### src/rtl/approx_seq_mult_ctrl_pkg.sv
// Shared types and elaboration checks for the approximate
// shift-and-add multiplier controller.
package approx_seq_mult_ctrl_pkg;

  typedef enum logic [1:0] {
    S_IDLE = 2'd0,
    S_RUN  = 2'd1,
    S_DONE = 2'd2
  } state_e;

  localparam int MIN_WIDTH = 2;
  localparam int MAX_WIDTH = 32;

  function automatic int prod_w(input int w);
    return 2 * w;
  endfunction

  function automatic bit width_ok(input int w);
    return (w >= MIN_WIDTH) && (w <= MAX_WIDTH);
  endfunction

  function automatic bit approx_ok(input int w, input int ab);
    return (ab >= 0) && (ab <= w);
  endfunction

endpackage

### src/rtl/approx_adder_row.sv
// WIDTH-column ripple row; the low APPROX_BITS columns
// use approximate carry.
module approx_adder_row #(
  parameter int WIDTH       = 8,
  parameter int APPROX_BITS = 4
) (
  input  logic [WIDTH-1:0] a,
  input  logic [WIDTH-1:0] b,
  output logic [WIDTH-1:0] sum,
  output logic             cout
);

  logic [WIDTH:0] c;

  assign c[0] = 1'b0;
  assign cout = c[WIDTH];

  for (genvar i = 0; i < WIDTH; i++) begin : g_col
    param_full_adder #(
      .APPROX(i < APPROX_BITS)
    ) u_fa (
      .a   (a[i]),
      .b   (b[i]),
      .cin (c[i]),
      .sum (sum[i]),
      .cout(c[i+1])
    );
  end

endmodule

### src/rtl/param_full_adder.sv
// One adder column; APPROX=1 replaces the carry with a|b.
module param_full_adder #(
  parameter bit APPROX = 1'b0
) (
  input  logic a,
  input  logic b,
  input  logic cin,
  output logic sum,
  output logic cout
);

  assign sum = a ^ b ^ cin;

  if (APPROX) begin : g_apx
    assign cout = a | b;
  end else begin : g_exact
    assign cout = (a & b) | (cin & (a ^ b));
  end

endmodule

### src/rtl/approx_seq_mult_ctrl.sv
// Sequential approximate multiplier controller.
// Optional: SEQ_MULT_EARLY_EXIT_EN skips trailing zero steps.
module approx_seq_mult_ctrl
  import approx_seq_mult_ctrl_pkg::*;
#(
  parameter int WIDTH       = 8,
  parameter int APPROX_BITS = 4
) (
  input  logic                 clk,
  input  logic                 rst,
  input  logic                 in_valid,
  output logic                 in_ready,
  input  logic [WIDTH-1:0]     in_a,
  input  logic [WIDTH-1:0]     in_b,
  output logic                 out_valid,
  input  logic                 out_ready,
  output logic [2*WIDTH-1:0]   out_p,
  output logic                 busy,
  output logic                 add_en
);

  localparam int PW = prod_w(WIDTH);
  localparam int KW = $clog2(WIDTH);

  if (!width_ok(WIDTH)) begin : g_bad_width
    $error("WIDTH out of range 2..32");
  end
  if (!approx_ok(WIDTH, APPROX_BITS)) begin : g_bad_apx
    $error("APPROX_BITS out of range 0..WIDTH");
  end

  state_e            state_q, state_d;
  logic [WIDTH-1:0]  a_q, a_d;
  logic [PW:0]       p_q, p_d;
  logic [KW-1:0]     k_q, k_d;
  logic              out_valid_q, out_valid_d;
  logic              busy_q, busy_d;
  logic              in_ready_q, in_ready_d;

  logic [WIDTH-1:0]  u_cur;
  logic [WIDTH-1:0]  l_cur;
  logic [WIDTH-1:0]  row_sum;
  logic              row_cout;
  logic              last;

  assign u_cur = p_q[PW-1:WIDTH];
  assign l_cur = p_q[WIDTH-1:0];
  assign last  = (k_q == KW'(WIDTH - 1));

  approx_adder_row #(
    .WIDTH      (WIDTH),
    .APPROX_BITS(APPROX_BITS)
  ) u_row (
    .a   (u_cur),
    .b   (a_q),
    .sum (row_sum),
    .cout(row_cout)
  );

`ifdef SEQ_MULT_EARLY_EXIT_EN
  logic [WIDTH-1:0] live_mask;
  logic             early;
  logic [PW:0]      p_exit;

  // bits of L still waiting to be consumed at step k
  always_comb begin
    live_mask = {WIDTH{1'b1}} >> k_q;
    early     = ((l_cur & live_mask) == '0);
    p_exit    = p_q >> (WIDTH - int'(k_q));
  end
`endif

  always_comb begin
    state_d     = state_q;
    a_d         = a_q;
    p_d         = p_q;
    k_d         = k_q;
    out_valid_d = out_valid_q;
    busy_d      = busy_q;
    in_ready_d  = in_ready_q;
    unique case (state_q)
      S_IDLE: begin
        if (in_valid && in_ready_q) begin
          a_d        = in_a;
          p_d        = {1'b0, {WIDTH{1'b0}}, in_b};
          k_d        = '0;
          state_d    = S_RUN;
          busy_d     = 1'b1;
          in_ready_d = 1'b0;
        end
      end
      S_RUN: begin
        if (l_cur[0]) begin
          p_d = {1'b0, row_cout, row_sum,
                 l_cur[WIDTH-1:1]};
        end else begin
          p_d = {1'b0, p_q[PW:1]};
        end
        k_d = k_q + 1'b1;
        if (last) begin
          state_d     = S_DONE;
          out_valid_d = 1'b1;
          k_d         = '0;
        end
`ifdef SEQ_MULT_EARLY_EXIT_EN
        if (early) begin
          p_d         = p_exit;
          state_d     = S_DONE;
          out_valid_d = 1'b1;
          k_d         = '0;
        end
`endif
      end
      S_DONE: begin
        if (out_ready) begin
          state_d     = S_IDLE;
          out_valid_d = 1'b0;
          busy_d      = 1'b0;
          in_ready_d  = 1'b1;
        end
      end
      default: begin
        state_d = S_IDLE;
      end
    endcase
  end

  always_ff @(posedge clk) begin
    if (rst) begin
      state_q     <= S_IDLE;
      a_q         <= '0;
      p_q         <= '0;
      k_q         <= '0;
      out_valid_q <= 1'b0;
      busy_q      <= 1'b0;
      in_ready_q  <= 1'b1;
    end else begin
      state_q     <= state_d;
      a_q         <= a_d;
      p_q         <= p_d;
      k_q         <= k_d;
      out_valid_q <= out_valid_d;
      busy_q      <= busy_d;
      in_ready_q  <= in_ready_d;
    end
  end

  assign in_ready  = in_ready_q & ~rst;
  assign out_valid = out_valid_q;
  assign busy      = busy_q;
  assign out_p     = out_valid_q ? p_q[PW-1:0] : '0;
  assign add_en    = (state_q == S_RUN) & l_cur[0] & ~rst;

endmodule

### config.mk
export PLATFORM = sky130hd
export DESIGN_NAME = approx_seq_mult_ctrl
export DESIGN_NICKNAME = d
export VERILOG_FILES = /design/src/rtl/approx_seq_mult_ctrl_pkg.sv /design/src/rtl/approx_adder_row.sv /design/src/rtl/param_full_adder.sv /design/src/rtl/approx_seq_mult_ctrl.sv
export SDC_FILE = /design/constraint.sdc
export NUM_CORES = 1
export LEC_CHECK = 0
export BUFFER_PORTS_ARGS = -buffer_cell sky130_fd_sc_hd__clkbuf_2
export CORE_MARGIN = 8
export CORE_UTILIZATION = 52
export DETAILED_ROUTE_END_ITERATION = 12
export MAX_ROUTING_LAYER = met4
export PLACE_DENSITY_LB_ADDON = 0.25
export SLEW_MARGIN = 20
export SYNTH_ARGS = -nofsm -noshare
export SYNTH_HDL_FRONTEND = slang
export SYNTH_SLANG_ARGS = --single-unit
### constraint.sdc
create_clock -name clk -period 5.2 [get_ports clk]
set_input_delay 0.52 -clock clk [delete_from_list [all_inputs] [get_ports clk]]
set_output_delay 0.52 -clock clk [all_outputs]
set_load 0.01 [all_outputs]
======== Yosys cells after proc, flatten, opt, wreduce, memory -nomap -nowiden ========
Cells that the tools add are included.
storage, ports and cells
  input port bits ......................... 20
  register bits ........................... 33
cells by class
  bitwise gates (word level) .............. 35
  muxes and demuxes ....................... 19
  eq/ne operators ......................... 6
  reduce and logical (&&, ||, !) cells .... 10
  add/subtract/negate cells ............... 1
operators with widths
  cell                                                  number
  one-hot mux 17 bit (2 select lines)                   1
  2-to-1 mux 16 bit                                     2
  2-to-1 mux 17 bit                                     1
  XOR 1 bit                                             15
  bitwise AND 1 bit                                     11
  AND reduction 3 bit                                   3
  bitwise OR 1 bit                                      8
  2-to-1 mux 2 bit                                      3
  2-to-1 mux 3 bit                                      2
  != test 2 bit (second input constant)                 3
  one-hot mux 1 bit (2 select lines)                    3
  one-hot mux 2 bit (3 select lines)                    1
  one-hot mux 3 bit (2 select lines)                    1
  nonzero test 2 bit                                    3
  2-to-1 mux 1 bit                                      5
  AND reduction 2 bit                                   2
  adder 3 x 1 -> 3 bit (second input constant)          1
  equality test 3 bit (second input constant)           1
  equality test 2 x 1 -> 1 bit (second input constant)  1
  equality test 2 bit (second input constant)           1
  zero test 2 bit                                       1
  logical AND 1 bit                                     1
  inverter 1 bit                                        1

======== Depth between registers and ports, before layout ========
  word-level depth ........................ 11
  gate-level depth with buffers ........... 12
  gate-level depth less buffers ........... 12

======== Cells and area by module ========
A second synthesis with hierarchy kept.
second synthesis, totals
  cell total of the unflattened synthesis .. 211
  area total of the unflattened synthesis .. 1732.9 µm²
by module, submodules not included
  module                                       sequential area each (µm²)  instances  cells each  area each (µm²)
  approx_seq_mult_ctrl                         640.6                       1          186         1519.0
  param_full_adder at u_row.g_col[0].u_fa ...  0.0                         4          5           32.5
  param_full_adder at u_row.g_col[4].u_fa ...  0.0                         4          1           20.0
  approx_adder_row                             0.0                         1          1           3.8

======== Worst setup path before layout ========
OpenSTA, ideal clock, no wires.
  path type ............................... reg2reg
  from .................................... reg p_q[11]
  to ...................................... reg p_q[14]
  required time ........................... 5.068 ns
  library setup time ...................... 0.132 ns
  arrival ................................. 2.341 ns
  cell stages (with the launch flop) ...... 13
  slack ................................... 2.726 ns
  path through ............................ dfxtp_1 -> inv_1 -> ha_1 -> inv_1 -> fa_1 -> inv_1 -> fa_1 -> inv_1 -> fa_1 -> fa_1 -> mux2_2 -> nand2_1 -> a21oi_1
on the way
  cells in the longest elaborated chain, start to end .. 10
ends and longest elaborated chain
  element                              line                         text
  start: declaration                   approx_seq_mult_ctrl.sv:34   logic [PW:0] p_q, p_d;
  start signal: assignment             approx_seq_mult_ctrl.sv:140  p_q <= p_d;
  bitwise OR 1 bit                     param_full_adder.sv:15       assign cout = a | b;
  bitwise AND 1 bit                    param_full_adder.sv:17       assign cout = (a & b) | (cin & (a ^ b));
  bitwise OR 1 bit                     param_full_adder.sv:17
  bitwise AND 1 bit                    param_full_adder.sv:17
  bitwise OR 1 bit                     param_full_adder.sv:17
  bitwise AND 1 bit                    param_full_adder.sv:17
  bitwise OR 1 bit                     param_full_adder.sv:17
  XOR 1 bit                            param_full_adder.sv:12       assign sum = a ^ b ^ cin;
  2-to-1 mux 16 bit                    approx_seq_mult_ctrl.sv:93   if (l_cur[0]) begin
  one-hot mux 17 bit (2 select lines)  approx_seq_mult_ctrl.sv:81   unique case (state_q)
Every way passes these cells.
A chain may end at the register's enable or synchronous reset.

======== Final worst setup path ========
Same ends and word-level chain as after synthesis.

==> results.json <==
{
  "run_status": "finished, final reports clean",
  "post_cts_hold_buffer_count": 0,
  "post_synth_edffs": 0,
  "final_routed_drc_violation_total": 0,
  "synthCells": 204,
  "report.final.setup_viol": 0,
  "multi_input_comb_area_um2": 916,
  "globalRouteOverflowTotal": 0,
  "place_area_um2": 1880,
  "maximum_number_of_pins_on_one_net_before_global_route_repair": 34,
  "synthesis.nets": 234,
  "synth-seq-cells": 32,
  "synth_common_cells": "dfxtp_1, nor2_1, nand2_1, a21oi_1, inv_1",
  "ys_types": 36,
  "final_core_utilization": 0.597,
  "ys_seq_area_frac": 0.370,
  "grt_setup_unrepaired": "false",
  "wire_per_inst_um": 12.5,
  "final_antenna_net_count": 0,
  "syn-mean-instance-area_um2": 8.49,
  "synth.area.top_cells": "dfxtp_1, a21oi_1, nor2_1, nand2_1, fa_1",
  "route.final.wire_length_um": 3530,
  "synthesis.area_um2": 1730,
  "post_cts_resized": 0,
  "drv_cap": 0,
  "cts_htree_levels": 2,
  "register_area_um2": 641,
  "ctsRootBufferMaster": "clkbuf_4",
  "power.total_uw": 520,
  "synth_warnings": 0,
  "dieArea_um2": 5440,
  "worst_ep_required_time_ns": 5.39,
  "route.vias.total": 1435,
  "relative_slew_margins": 0.537,
  "max-clock-path-buffers": 2,
  "final.fill_count": 340,
  "antenna_cells_inserted": 0,
  "ys_async_sr_fraction": 0,
  "yosys.area.top_type_share": 0.370,
  "cts.sinks": 32,
  "reg2reg_setup_slack_ns": 2.59,
  "worstPathArrival_ns": 2.80,
  "finalHoldViolations": 0,
  "grt_pass1_vias": 1322,
  "vdd_ir_drop_max_mv": 0.169,
  "finalCritPeriodShare": 0.503,
  "cts_tree": "done",
  "layout-drive-gt1-share": 0.245,
  "layout.nets": 267,
  "path_max_fanout": 3,
  "worst_slew_pin_slew_ns": 0.695,
  "drtPass1Iterations": 4,
  "yosysTopAreaCell": "dfxtp_1",
  "tritoncts.num_buffers": 5,
  "yosys_most_used_dff": "dfxtp_1",
  "timing.final.crit_period_ns": 2.61,
  "pre_cts_slack_ns": 2.60,
  "fp-row-count": 21,
  "tns_ns": 0,
  "worstSetupEndpointType": "register",
  "post_cts_buffers": 0,
  "die-width_um": 73.7,
  "initialDrtViolationCount": 59,
  "stdcell_area_um2": 1950,
  "worst_skew_pair_latency_ns": 0.33,
  "area_growth_syn_to_layout_pct": 12.3,
  "grt_pass1_wl_um": 5900,
  "start_util": 0.532,
  "global_route.usage.total": 0.142,
  "buffer_ports.inserted": 39,
  "fmax_mhz": 383,
  "critical_path_class": "register to register",
  "slew_violations": 0,
  "holdCritPathClass": "primary input to register",
  "initial_antenna_violation_count": 0,
  "synth.most_common_cell": "dfxtp_1",
  "postLayoutSetupSlackWorst_ns": 2.59,
  "die_height_um": 73.7,
  "drt-vias-per-instance": 5.07,
  "num_io_pins": 40,
  "detailed_place_hpwl_um": 2500,
  "core-area_um2": 3260,
  "skew_ns": 0.00570,
  "place_congestion": 0.770,
  "power.leakage_nw": 0.827,
  "startpoint_type": "register",
  "clkTransAtPathRegs_ns": 0.09,
  "power_density_nw_per_um2": 267
}
-- critical path, stage by stage, from the launching register on --
cell	delay, ns
dfxtp_1	0.33
inv_1	0.08
ha_1	0.15
inv_1	0.06
fa_1	0.41
inv_1	0.07
fa_1	0.15
inv_1	0.04
fa_1	0.37
fa_1	0.43
mux2_2	0.27
nand2_1	0.06
a21oi_1	0.05
-- power breakdown --
group	switching (mW)	total, mW	internal (mW)	leakage (nW)
clock network	0.0821	0.159	0.0766	0.0374
registers	0.0156	0.277	0.261	0.262
logic	0.0471	0.0840	0.0369	0.528
-- routing by layer --
layer | GRT usage | routed length, um | vias to the layer above
met5 | - | 0 | -
met4 | 0.0554 | 31 | 0
met3 | 0.0477 | 199 | 4
met2 | 0.223 | 1690 | 27
met1 | 0.163 | 1620 | 663
li1 | - | - | 741
-- sequential cells by signal, indices dropped and copies added (netlist names) --
name        flops
busy            1
in_ready_q      1
state_q         2
a_q             8
out_valid       1
k_q             3
p_q            16
-- per-stage QoR --
step	std cells	hold WS, ns
6_report	283	0.402
5_1_grt	283	0.390
4_1_cts	283	0.389
2_1_floorplan	204	0.436
3_5_place_dp	276	0.450
3_3_place_gp	276	0.443
-- layout by cell type, fill, tap and decap left out, types with 2 or more instances in the layout --
master and n:
a21oi_1 19, ha_1 6, fa_1 4, xnor2_1 3, nand3_1 8, nor4_2 2
clkbuf_4 5, nor3_1 7, nor2b_1 4, mux2_2 3, nor2_1 24, nand2b_1 3
nand2_1 23, o2bb2ai_1 3, clkbuf_2 39, dfxtp_1 32, buf_4 2, nor4_1 5
mux2i_1 4, and2_1 10, inv_1 15, nor2_2 2, clkbuf_8 2
-- logic make-up after synthesis --
family,synth area share
AOI/OAI and AO/OA,0.105
buffers and inverters,0.102
DFF,0.370
adders and majority gates,0.0895
and+or+nand+nor,0.276
xor gates and xnor gates,0.0152
muxes,0.0426
-- path summary, 6_finish.rpt --
check,depth (start not counted),startpoint,end
setup / recovery,12,p_q[11],p_q[14]
hold / removal,3,in_a[0],a_q[0]
setup reg to reg,12,p_q[11],p_q[14]
hold reg to reg,2,a_q[5],a_q[5]
-- area by class of cell --
cell class | instances | share of cell area
Clock buffer | 7 | 0.0334
Timing Repair Buffer | 41 | 0.108
Inverter | 15 | 0.0289
Sequential cell | 32 | 0.329
Tap cell | 46 | 0.0296
Multi-Input combinational cell | 142 | 0.471
No activity file was read; power rests on OpenSTA's default activity.
